===== src/rtl/fifo_stream_reader_if.sv =====
// FIFO read port plus downstream valid/ready stream, bundled for fifo_stream_reader.
// master: the reader adapter; slave: the FIFO/consumer side.
interface fifo_stream_reader_if #(
  parameter int unsigned B = 8
);
  logic         fifo_empty;
  logic [B-1:0] fifo_r_data;
  logic         fifo_rd;
  logic         m_valid;
  logic         m_ready;
  logic [B-1:0] m_data;

  modport master (
    input  fifo_empty,
    input  fifo_r_data,
    output fifo_rd,
    output m_valid,
    input  m_ready,
    output m_data
  );

  modport slave (
    output fifo_empty,
    output fifo_r_data,
    input  fifo_rd,
    input  m_valid,
    output m_ready,
    input  m_data
  );
endinterface


===== src/rtl/fifo_stream_reader.sv =====
// Drains a first-word-fall-through FIFO into a registered valid/ready stream via a 2-entry skid buffer.
// Optional delivered-word counter on rd_count is compiled in with FIFO_RD_CNT_EN.
module fifo_stream_reader #(
  parameter int unsigned B = 8
) (
  input  logic                 clk,
  input  logic                 reset,
  fifo_stream_reader_if.master bus
`ifdef FIFO_RD_CNT_EN
  ,
  output logic [15:0]          rd_count
`endif
);

  typedef enum logic [1:0] {
    S_EMPTY = 2'd0,
    S_ONE   = 2'd1,
    S_TWO   = 2'd2
  } state_e;

  state_e       state_q;
  logic [B-1:0] main_q;
  logic [B-1:0] skid_q;
  logic         rd_c;
  logic         take_c;

  // Read strobe depends only on registered state, so m_ready never reaches fifo_rd.
  assign rd_c        = reset & ~bus.fifo_empty & (state_q != S_TWO);
  assign take_c      = (state_q != S_EMPTY) & bus.m_ready;

  assign bus.fifo_rd = rd_c;
  assign bus.m_valid = (state_q != S_EMPTY);
  assign bus.m_data  = main_q;

  always_ff @(posedge clk) begin
    if (!reset) begin
      state_q <= S_EMPTY;
      main_q  <= '0;
      skid_q  <= '0;
    end else begin
      unique case (state_q)
        S_EMPTY: begin
          if (rd_c) begin
            state_q <= S_ONE;
            main_q  <= bus.fifo_r_data;
          end
        end
        S_ONE: begin
          if (rd_c && take_c) begin
            main_q  <= bus.fifo_r_data;
          end else if (rd_c) begin
            state_q <= S_TWO;
            skid_q  <= bus.fifo_r_data;
          end else if (take_c) begin
            state_q <= S_EMPTY;
          end
        end
        S_TWO: begin
          // Skid word moves up; no pop happens while both slots are full.
          if (take_c) begin
            state_q <= S_ONE;
            main_q  <= skid_q;
          end
        end
        default: state_q <= S_EMPTY;
      endcase
    end
  end

`ifdef FIFO_RD_CNT_EN
  localparam int unsigned CNT_W = 16;

  logic [CNT_W-1:0] rd_count_q;

  // Counts accepted words; wraps naturally at 2^16.
  always_ff @(posedge clk) begin
    if (!reset) begin
      rd_count_q <= '0;
    end else if (take_c) begin
      rd_count_q <= rd_count_q + CNT_W'(1);
    end
  end

  assign rd_count = rd_count_q;
`endif

endmodule


===== src/flat_wrapper.sv =====
// flat-port wrapper written by rule: the top's interface ports become plain ports
module fifo_stream_reader_flat 
#(
  parameter int unsigned B = 8
)
  (clk, reset, bus_fifo_empty, bus_fifo_r_data, bus_fifo_rd, bus_m_valid, bus_m_ready, bus_m_data);
  fifo_stream_reader_if #(.B(B)) bus_i ();
  input  logic clk;
  input  logic reset;
  input wire logic [$bits(bus_i.fifo_empty)-1:0] bus_fifo_empty;
  input wire logic [$bits(bus_i.fifo_r_data)-1:0] bus_fifo_r_data;
  output wire logic [$bits(bus_i.fifo_rd)-1:0] bus_fifo_rd;
  output wire logic [$bits(bus_i.m_valid)-1:0] bus_m_valid;
  input wire logic [$bits(bus_i.m_ready)-1:0] bus_m_ready;
  output wire logic [$bits(bus_i.m_data)-1:0] bus_m_data;
  assign bus_i.fifo_empty = bus_fifo_empty;
  assign bus_i.fifo_r_data = bus_fifo_r_data;
  assign bus_fifo_rd = bus_i.fifo_rd;
  assign bus_m_valid = bus_i.m_valid;
  assign bus_i.m_ready = bus_m_ready;
  assign bus_m_data = bus_i.m_data;
  fifo_stream_reader #(.B(B)) u_core (.clk(clk), .reset(reset), .bus(bus_i));
endmodule

===== config.mk =====
export PLATFORM = sky130hd
export DESIGN_NAME = fifo_stream_reader_flat
export DESIGN_NICKNAME = d
export VERILOG_FILES = /design/src/rtl/fifo_stream_reader_if.sv /design/src/rtl/fifo_stream_reader.sv /design/src/flat_wrapper.sv
export SDC_FILE = /design/constraint.sdc
export NUM_CORES = 1
export LEC_CHECK = 0
export BUFFER_PORTS_ARGS = -buffer_cell sky130_fd_sc_hd__buf_2
export CORE_MARGIN = 3
export CORE_UTILIZATION = 44
export CTS_CLUSTER_SIZE = 16
export DETAILED_ROUTE_END_ITERATION = 10
export PLACE_DENSITY = 0.77
export SYNTH_ARGS = -nofsm -noshare
export SYNTH_HDL_FRONTEND = slang
export SYNTH_SLANG_ARGS = --single-unit

===== constraint.sdc =====
create_clock -name clk -period 3.1 [get_ports clk]
set_input_delay 0.31 -clock clk [delete_from_list [all_inputs] [get_ports clk]]
set_output_delay 0.31 -clock clk [all_outputs]
set_load 0.01 [all_outputs]

==> results.md, run 1 <==
* WP data required at 2.79 ns
* Slew Limit Fails at 0
* Remaining global-route overflow at 0
* Crit Path Class: register to output port
* Logic gate share of total power at 19.4%
* Design area at 1055 µm²
* Switching Share at 27.00%
* Critical Path End Type: output port
* Mapped Nets at 109
* Root Driver: clkbuf_4
* Antenna-violating nets left at 0
* Via count at 769
* Cell Int Power at 358.1 µW
* Mapped Avg Cell Area at 9.687 µm²
* Pwr dens at 465.1 nW/µm²
* Leading cell type in the layout, fill and taps excluded: buf_2
* Worst r2r path cells at 4
* Global-route wire length before repair at 3146 µm
* Dpl hpwl at 1284 µm
* VDD IR max at 0.0003119 V
* Worst-Skew Late Latency at 0.29 ns
* Status: completed
* Unrepaired setup endpoints after global routing: false
* Clock Tree Buf Depth at 2
* Cell variety after synth at 30
* Critical path peak fanout at 10
* Vias in the first global route at 657
* Clock Sinks at 18
* Dpl ws at 1.283 ns
* Area after DPL at 1018 µm²
* Total wire length at 1843 µm
* Worst R2R End: u_core.bus.m_data[0]$_SDFFE_PN0P_
* Postcts setup bufs at 0
* Hold endpoint: u_core.state_q[1]$_SDFFE_PN0P_
* Ports at 22
* Share of layout cells above drive strength 1 at 33.63%
* Rows at 16
* DRT iter0 DRCs at 6
* Final nets at 126
* Power, Total at 490.5 µW
* Yosys reg bits at 18
* Setup TNS at 0 ns
* Leak at 0.4521 nW
* IO buf count at 21
* CTS Buf Count at 3
* WHS Path Cells at 2
* DIE WIDTH at 52.21 µm
* PnR worst setup slack at 1.058 ns
* Syn. warnings at 0
* Core area at 1982 µm²
* # hold bufs at CTS at 0
* Register share of total power at 51.6%
* Initial antenna violation count at 0
* Number of antenna diodes at 0
* Worst min-delay path startpoint: bus_m_ready
* Largest net degree at the start of global routing at 20
* Max-Cap Viols at 0
* Setup Skew at 0.007745 ns
* Period utilization at 65.86%
* Slew headroom at 58.96%
* Slew @ Worst Pin at 0.6118 ns
* Die area at 2726 µm²
* Initial Util at 47.41%
* Fin. Hold Viols at 0
* CP arrival at 1.73 ns
* CTS HTree Levels at 1
* Seq/Total Area, Yosys at 38.35%
* Gr usage total at 15.77%
* Area growth syn-to-layout at 12.25%
* RR Startpoint: u_core.state_q[1]$_SDFFE_PN0P_
* Pre-antenna DRT Iters at 4
* Post-Synthesis Cells at 97
* Worst min-delay path class: input pin to register
* Commonest non-fill, non-tap cells in the layout: 21 x buf_2, 18 x dfxtp_1, 9 x a21oi_1
* Fmax at 489.8 MHz
* Clock network fraction of total power at 29.0%
* Fillcell total at 173
* CTS tree: done
* CP Launch Type: register
* Clock transition at path regs at 0.09 ns
* Resize count post-CTS at 0
* Placer Congestion at 0.7551
* Number of setup violations in the final report at 0
* Die Y at 52.21 µm
* Net Sw Power at 132.4 µW
* Fin crit period at 2.042 ns
* Vias per cell at 5.493
* Reg2Reg Setup Slack at 1.40 ns
* Synthesized cell area at 939.7 µm²
* Wire length per cell at 13.16 µm
* # DRC at 0
## flip-flops by register name (all words and copies together) (netlist names)
signal,count
u_core.skid_q,8
u_core.bus.m_data,8
u_core.state_q,2
## per-layer routing
layer	wire length (µm)	part of all wire, %	GRT usage (%)	vias up
met3	105	5.7	5.128	5
met4	29	1.6	6.383	0
li1	-	-	-	392
met1	886	48	22.36	352
met5	0	0	0	-
met2	821	45	21.76	20
## metrics by stage
step | hold slack [ns] | util, % | cells
4_1_cts | 0.2380 | 53.22 | 140
3_5_place_dp | 0.4654 | 51.39 | 136
6_report | 0.2507 | 53.22 | 140
2_1_floorplan | 0.3828 | - | 97
3_3_place_gp | 0.4588 | 51.39 | 136
5_1_grt | 0.2564 | 53.22 | 140
## cells in the mapped netlist
master | number | area, µm²
a211oi_1 | 1 | 7.510
a211oi_2 | 8 | 100.1
a21o_1 | 1 | 7.510
a21oi_1 | 9 | 45.04
and2_1 | 1 | 6.260
and3b_1 | 1 | 8.760
buf_1 | 1 | 3.750
buf_2 | 3 | 15.01
buf_4 | 1 | 7.510
buf_6 | 3 | 33.78
clkbuf_1 | 2 | 7.510
clkinv_1 | 1 | 3.750
dfxtp_1 | 18 | 360.4
mux2i_1 | 8 | 80.08
nand2_1 | 1 | 3.750
nand2b_1 | 3 | 18.77
nand3_1 | 8 | 40.04
nand3b_1 | 1 | 7.510
nor2_1 | 1 | 3.750
nor2b_1 | 1 | 6.260
nor3b_1 | 1 | 7.510
nor3b_2 | 1 | 12.51
nor4_1 | 8 | 50.05
nor4b_4 | 1 | 23.77
nor4bb_1 | 1 | 10.01
o21ai_0 | 8 | 40.04
o21bai_1 | 1 | 7.510
or2_2 | 1 | 6.260
or3_1 | 1 | 6.260
or3b_2 | 1 | 8.760
## critical path, stage by stage, from the launching register on
cell and delay [ns]:
dfxtp_1 0.50, nand2b_1 0.49, nor3b_1 0.27, buf_2 0.18
## power by group through the flow
stage,logic (mW),clock network [mW],registers (mW)
after CTS,0.0952,0.147,0.254
after detailed placement,0.0941,0,0.259
after floorplan,0.0684,0,0.260
final,0.0949,0.142,0.253
after global routing,0.105,0.156,0.255
after global placement,0.0928,0,0.258
## cell type report
class / count / area [µm²] / area share [%]
sequential: 18 / 360.3 / 34.16
clock buffer: 4 / 36.28 / 3.440
tap: 27 / 33.78 / 3.203
inverter: 1 / 3.754 / 0.3559
multi-input combinational: 68 / 508.0 / 48.16
timing repair buffer: 22 / 112.6 / 10.68
## how the worst max path moves through the flow
| stage | from | to | slack, ns | cells past startpoint |
|---|---|---|---|---|
| floorplan | bus_fifo_empty | u_core.bus.m_data[0]$_SDFFE_PN0P_ | 1.68 | 6 |
| global placement | reset | bus_fifo_rd | 1.38 | 4 |
| detailed placement | reset | bus_fifo_rd | 1.28 | 4 |
| CTS | u_core.state_q[0]$_SDFFE_PN0P_ | bus_fifo_rd | 1.03 | 3 |
| global route | u_core.state_q[0]$_SDFFE_PN0P_ | bus_fifo_rd | 0.86 | 3 |
| finish | u_core.state_q[0]$_SDFFE_PN0P_ | bus_fifo_rd | 1.06 | 3 |
## cells by family (layout without fill, tap and decap cells)
family	Yosys count	count (layout)	synth area share (%)
AO/OA/AOI/OAI	28	28	22.11
flip-flops	18	18	38.35
buffers and inverters	11	27	7.589
AND/OR/NAND/NOR	32	32	23.44
multiplexers	8	8	8.522
No activity file was read; power rests on OpenSTA's default activity.
==> run 2: changes to the inputs <==
==> constraint.sdc (replaced) <==
create_clock -name clk -period 2.05 [get_ports clk]
set_input_delay 0.205 -clock clk [delete_from_list [all_inputs] [get_ports clk]]
set_output_delay 0.205 -clock clk [all_outputs]
set_load 0.01 [all_outputs]
==> run 2 against run 1 <==
Clock power grew 25%. Via count grew 2.9%. Routed wire length grew 11%. Power grew 45%. Combinational power grew 57%. Global-route usage grew 1.3 points. Worst setup slack lost 0.74 ns. Clock skew shrank 0.0049 ns. Register-to-register slack lost 1.1 ns. Non-clock buffer count grew 2. Flip-flop and latch count is the same.
==> results.md, run 2 (same netlist as run 1, synthesis figures left out) <==
* DIE WIDTH at 52.21 µm
* # DRC at 0
* Rows at 16
* CTS Buf Count at 3
* Slew @ Worst Pin at 0.5744 ns
* Fin crit period at 1.735 ns
* Worst r2r path cells at 4
* Postcts setup bufs at 0
* Status: completed
* Pre-antenna DRT Iters at 5
* Root Driver: clkbuf_4
* Critical path peak fanout at 10
* Pwr dens at 671.4 nW/µm²
* Antenna-violating nets left at 0
* Worst-Skew Late Latency at 0.30 ns
* Share of layout cells above drive strength 1 at 35.09%
* RR Startpoint: u_core.state_q[1]$_SDFFE_PN0P_
* Unrepaired setup endpoints after global routing: false
* Leak at 0.4554 nW
* Crit Path Class: register to output port
* Reg2Reg Setup Slack at 0.32 ns
* CTS tree: done
* Worst R2R End: u_core.bus.m_data[3]$_SDFFE_PN0P_
* Fin. Hold Viols at 0
* CP Launch Type: register
* IO buf count at 21
* Setup TNS at 0 ns
* Clock Tree Buf Depth at 2
* Total wire length at 2052 µm
* Clock Sinks at 18
* WP data required at 1.85 ns
* Leading cell type in the layout, fill and taps excluded: buf_2
* Clock transition at path regs at 0.10 ns
* Area growth syn-to-layout at 12.65%
* Slew Limit Fails at 0
* Slew headroom at 61.63%
* DRT iter0 DRCs at 9
* Period utilization at 84.63%
* VDD IR max at 0.0003992 V
* Remaining global-route overflow at 0
* Worst min-delay path startpoint: bus_m_ready
* Die area at 2726 µm²
* Initial Util at 47.41%
* Core area at 1982 µm²
* Die Y at 52.21 µm
* Fmax at 576.4 MHz
* Via count at 791
* Worst min-delay path class: input pin to register
* Area after DPL at 1033 µm²
* Final hold slack at 0.1417 ns
* Initial antenna violation count at 0
* Fillcell total at 188
* Critical Path End Type: output port
* WHS Path Cells at 2
* Largest net degree at the start of global routing at 19
* Dpl hpwl at 1487 µm
* # hold bufs at CTS at 0
* Hold endpoint: u_core.state_q[1]$_SDFFE_PN0P_
* Vias in the first global route at 728
* Number of antenna diodes at 0
* Ports at 22
* Number of setup violations in the final report at 0
* Vias per cell at 5.610
* Global-route wire length before repair at 3381 µm
* Gr usage total at 17.08%
* Wire length per cell at 14.55 µm
* Commonest non-fill, non-tap cells in the layout: 21 x buf_2, 18 x dfxtp_1, 9 x a21oi_1
* Placer Congestion at 0.7579
* Max-Cap Viols at 0
* Resize count post-CTS at 0
* Setup Skew at 0.002891 ns
* Design area at 1059 µm²
* CTS HTree Levels at 1
* Final nets at 128
* CP arrival at 1.53 ns
==> run 2: cell count changes in the layout (fill, tap and decap cells not counted) <==
| cell | change |
|---|---|
| buf_4 | +2 |
| clkbuf_8 | -1 |
| nand2b_1 | -1 |
| nand2b_2 | +1 |
==> run 2: worst max-delay path by stage <==
stage                                         startpoint                           endpoint  slack, ns  depth (start not counted)
final                     u_core.state_q[0]$_SDFFE_PN0P_                        bus_fifo_rd       0.32                          3
after global routing      u_core.state_q[0]$_SDFFE_PN0P_                        bus_fifo_rd       0.17                          3
after CTS                 u_core.state_q[0]$_SDFFE_PN0P_                        bus_fifo_rd       0.12                          3
after detailed placement  u_core.state_q[1]$_SDFFE_PN0P_  u_core.bus.m_data[2]$_SDFFE_PN0P_       0.38                          4
after global placement    u_core.state_q[1]$_SDFFE_PN0P_  u_core.bus.m_data[7]$_SDFFE_PN0P_       0.46                          4
after floorplan           u_core.state_q[0]$_SDFFE_PN0P_  u_core.bus.m_data[0]$_SDFFE_PN0P_       0.64                          6
==> run 2: report_power, final <==
group | internal (mW) | switching, mW
clock network | 0.0685 | 0.109
logic | 0.0665 | 0.0820
registers | 0.370 | 0.0145
==> run 2: metal layers <==
layer | routed length (µm) | share of wire (%) | track usage, % | vias up
met2 | 951 | 46 | 25.94 | 17
met3 | 106 | 5.2 | 2.564 | 4
met1 | 960 | 47 | 22.71 | 370
met4 | 33 | 1.6 | 10.21 | 0
li1 | - | - | - | 400
met5 | 0 | 0 | 0 | -
==> run 2: area by class of cell <==
type                    instances  area [µm²]  area share [%]
clock buffers                   3       22.52           2.128
repair buffers                 24       127.6           12.06
well taps                      27       33.78           3.191
inverters                       1       3.754          0.3546
flip-flops and latches         18       360.3           34.04
multi-input cells              68       510.5           48.23
==> run 2: metrics by stage <==
step	power, mW	worst slack, ns	utilization (%)	instances
final	0.7107	0.3151	53.41	141
after global routing	0.7483	0.1680	53.41	141
after CTS	0.7167	0.1204	53.28	141
after detailed placement	0.5405	0.3807	52.15	138
after global placement	0.5349	0.4603	52.15	138
after floorplan	0.4972	0.6362	-	97
==> run 2: critical path: stages, from the launching register on <==
cell and delay, ns:
dfxtp_1 0.50, nand2b_2 0.37, nor3b_1 0.21, buf_2 0.15
==> run 3: changes to the inputs <==
==> constraint.sdc (replaced) <==
create_clock -name clk -period 1.6 [get_ports clk]
set_input_delay 0.16 -clock clk [delete_from_list [all_inputs] [get_ports clk]]
set_output_delay 0.16 -clock clk [all_outputs]
set_load 0.01 [all_outputs]
==> run 3 against run 2 <==
Register-to-register slack got worse by 0.17 ns. Sequential share of layout area shrank 0.97 points. Via count up 2.8%. Routed wire length rose by 3.6%. Non-clock buffer count rose by 4. Clock power grew 58%. Die area is the same. Largest cell class unchanged.
==> results.md, run 3 (same netlist as run 1, synthesis figures left out) <==
* Ports at 22
* Placer Congestion at 0.7043
* CTS Buf Count at 3
* Number of setup violations in the final report at 0
* CP arrival at 1.35 ns
* Via count at 813
* # DRC at 0
* Final hold slack at 0.1075 ns
* Initial antenna violation count at 0
* Dpl cells at 142
* Slew headroom at 61.89%
* Fin crit period at 1.505 ns
* Fin. Hold Viols at 0
* Vias in the first global route at 719
* Worst min-delay path class: input pin to register
* Wire length per cell at 14.55 µm
* CTS HTree Levels at 1
* Area growth syn-to-layout at 17.58%
* Leading cell type in the layout, fill and taps excluded: buf_2
* Post-route insts no fill at 146
* Fmax at 664.4 MHz
* Slew Limit Fails at 0
* Setup TNS at 0 ns
* Critical path peak fanout at 9
* Final nets at 132
* Clock Tree Buf Depth at 2
* DIE WIDTH at 52.21 µm
* IO buf count at 21
* CP peak stage delay at 0.41 ns
* Commonest non-fill, non-tap cells in the layout: 21 x buf_2, 16 x dfxtp_1, 9 x a21oi_1
* Rows at 16
* Period utilization at 94.07%
* Share of layout cells above drive strength 1 at 38.66%
* Postcts setup bufs at 0
* CP Launch Type: register
* CTS tree: done
* Max-Cap Viols at 0
* Core area at 1982 µm²
* Largest net degree at the start of global routing at 13
* Pwr dens at 875.1 nW/µm²
* Die Y at 52.21 µm
* Crit Path Class: register to output port
* Gr usage total at 16.44%
* # hold bufs at CTS at 0
* Number of antenna diodes at 0
* Clock Sinks at 18
* Antenna-violating nets left at 0
* DRT iter0 DRCs at 13
* Vias per cell at 5.568
* Worst path slowest cell: dfxtp_4
* Root Driver: clkbuf_4
* Global-route wire length before repair at 3298 µm
* Critical Path End Type: output port
* Remaining global-route overflow at 0
* Dpl hpwl at 1503 µm
* Initial Util at 47.41%
* Unrepaired setup endpoints after global routing: false
* Die area at 2726 µm²
* Leak at 0.4822 nW
* Dpl ws at 0.05429 ns
* Status: completed
* Pre-antenna DRT Iters at 4
* VDD IR max at 0.0004421 V
* CP cell instances: nand2b_1, buf_4, nor3b_1, buf_2
* Total wire length at 2125 µm
* Setup Skew at 0.001754 ns
* WP data required at 1.44 ns
* PnR worst setup slack at 0.09492 ns
* Worst-Skew Late Latency at 0.29 ns
* Slew @ Worst Pin at 0.5692 ns
* Clock transition at path regs at 0.10 ns
## run 3: cell count changes in the layout (fill, tap and decap cells not counted)
cell      delta
nand2b_2     -1
buf_4        +4
dfxtp_2      +1
clkbuf_8     +1
nand2b_1     +1
dfxtp_4      +1
dfxtp_1      -2
## run 3: area by class of cell
class                           instances  area [µm²]
Timing Repair Buffer                   28       157.7
Multi-Input combinational cell         68       508.0
Inverter                                1       3.754
Fill cell                             196       877.1
Sequential cell                        18       365.4
Tap cell                               27       33.78
Clock buffer                            4       36.28
## run 3: worst paths after layout
kind / start / to / slack, ns / cells after the start
setup / recovery: u_core.state_q[0]$_SDFFE_PN0P_ / bus_fifo_rd / 0.09 / 4
setup reg to reg: u_core.state_q[1]$_SDFFE_PN0P_ / u_core.bus.m_data[6]$_SDFFE_PN0P_ / 0.15 / 3
hold / removal: bus_m_ready / u_core.state_q[1]$_SDFFE_PN0P_ / 0.11 / 2
hold reg to reg: u_core.skid_q[6]$_SDFFE_PN0P_ / u_core.skid_q[6]$_SDFFE_PN0P_ / 0.48 / 2
## run 3: repair_timing
| item | in CTS | in global routing |
|---|---|---|
| endpoints found under the hold margin | 0 | 0 |
| setup endpoints to repair | 1 | 1 |
| gates resized for setup | 2 | 1 |
| pin swaps | 0 | 0 |
## run 3: through the flow
step                      area, µm²  total power [mW]  utilization (%)
after CTS                      1102            0.9758            55.62
after detailed placement       1064            0.6958            53.66
after floorplan               939.7            0.6370                -
after global routing           1105             1.011            55.74
after global placement         1064            0.6888            53.66
final                          1105            0.9668            55.74
## run 3: worst max-delay path: cells and delay by family (launching register included)
| family | cells | cell delay (ns) |
|---|---|---|
| buffers and inverters | 2 | 0.33 |
| DFF | 1 | 0.41 |
| and+or+nand+nor | 2 | 0.32 |
## run 3: where the power goes
group / internal [mW] / switching, mW / total, mW
clock: 0.138 / 0.142 / 0.281
combinational: 0.0886 / 0.107 / 0.195
sequential: 0.474 / 0.0169 / 0.491
total: 0.701 / 0.266 / 0.967
## run 3: metal layers
layer / wire (µm) / track usage, %
met1: 979 / 21.34
met2: 1016 / 27.62
met3: 114 / 3.704
met4: 15 / 3.830
met5: 0 / 0
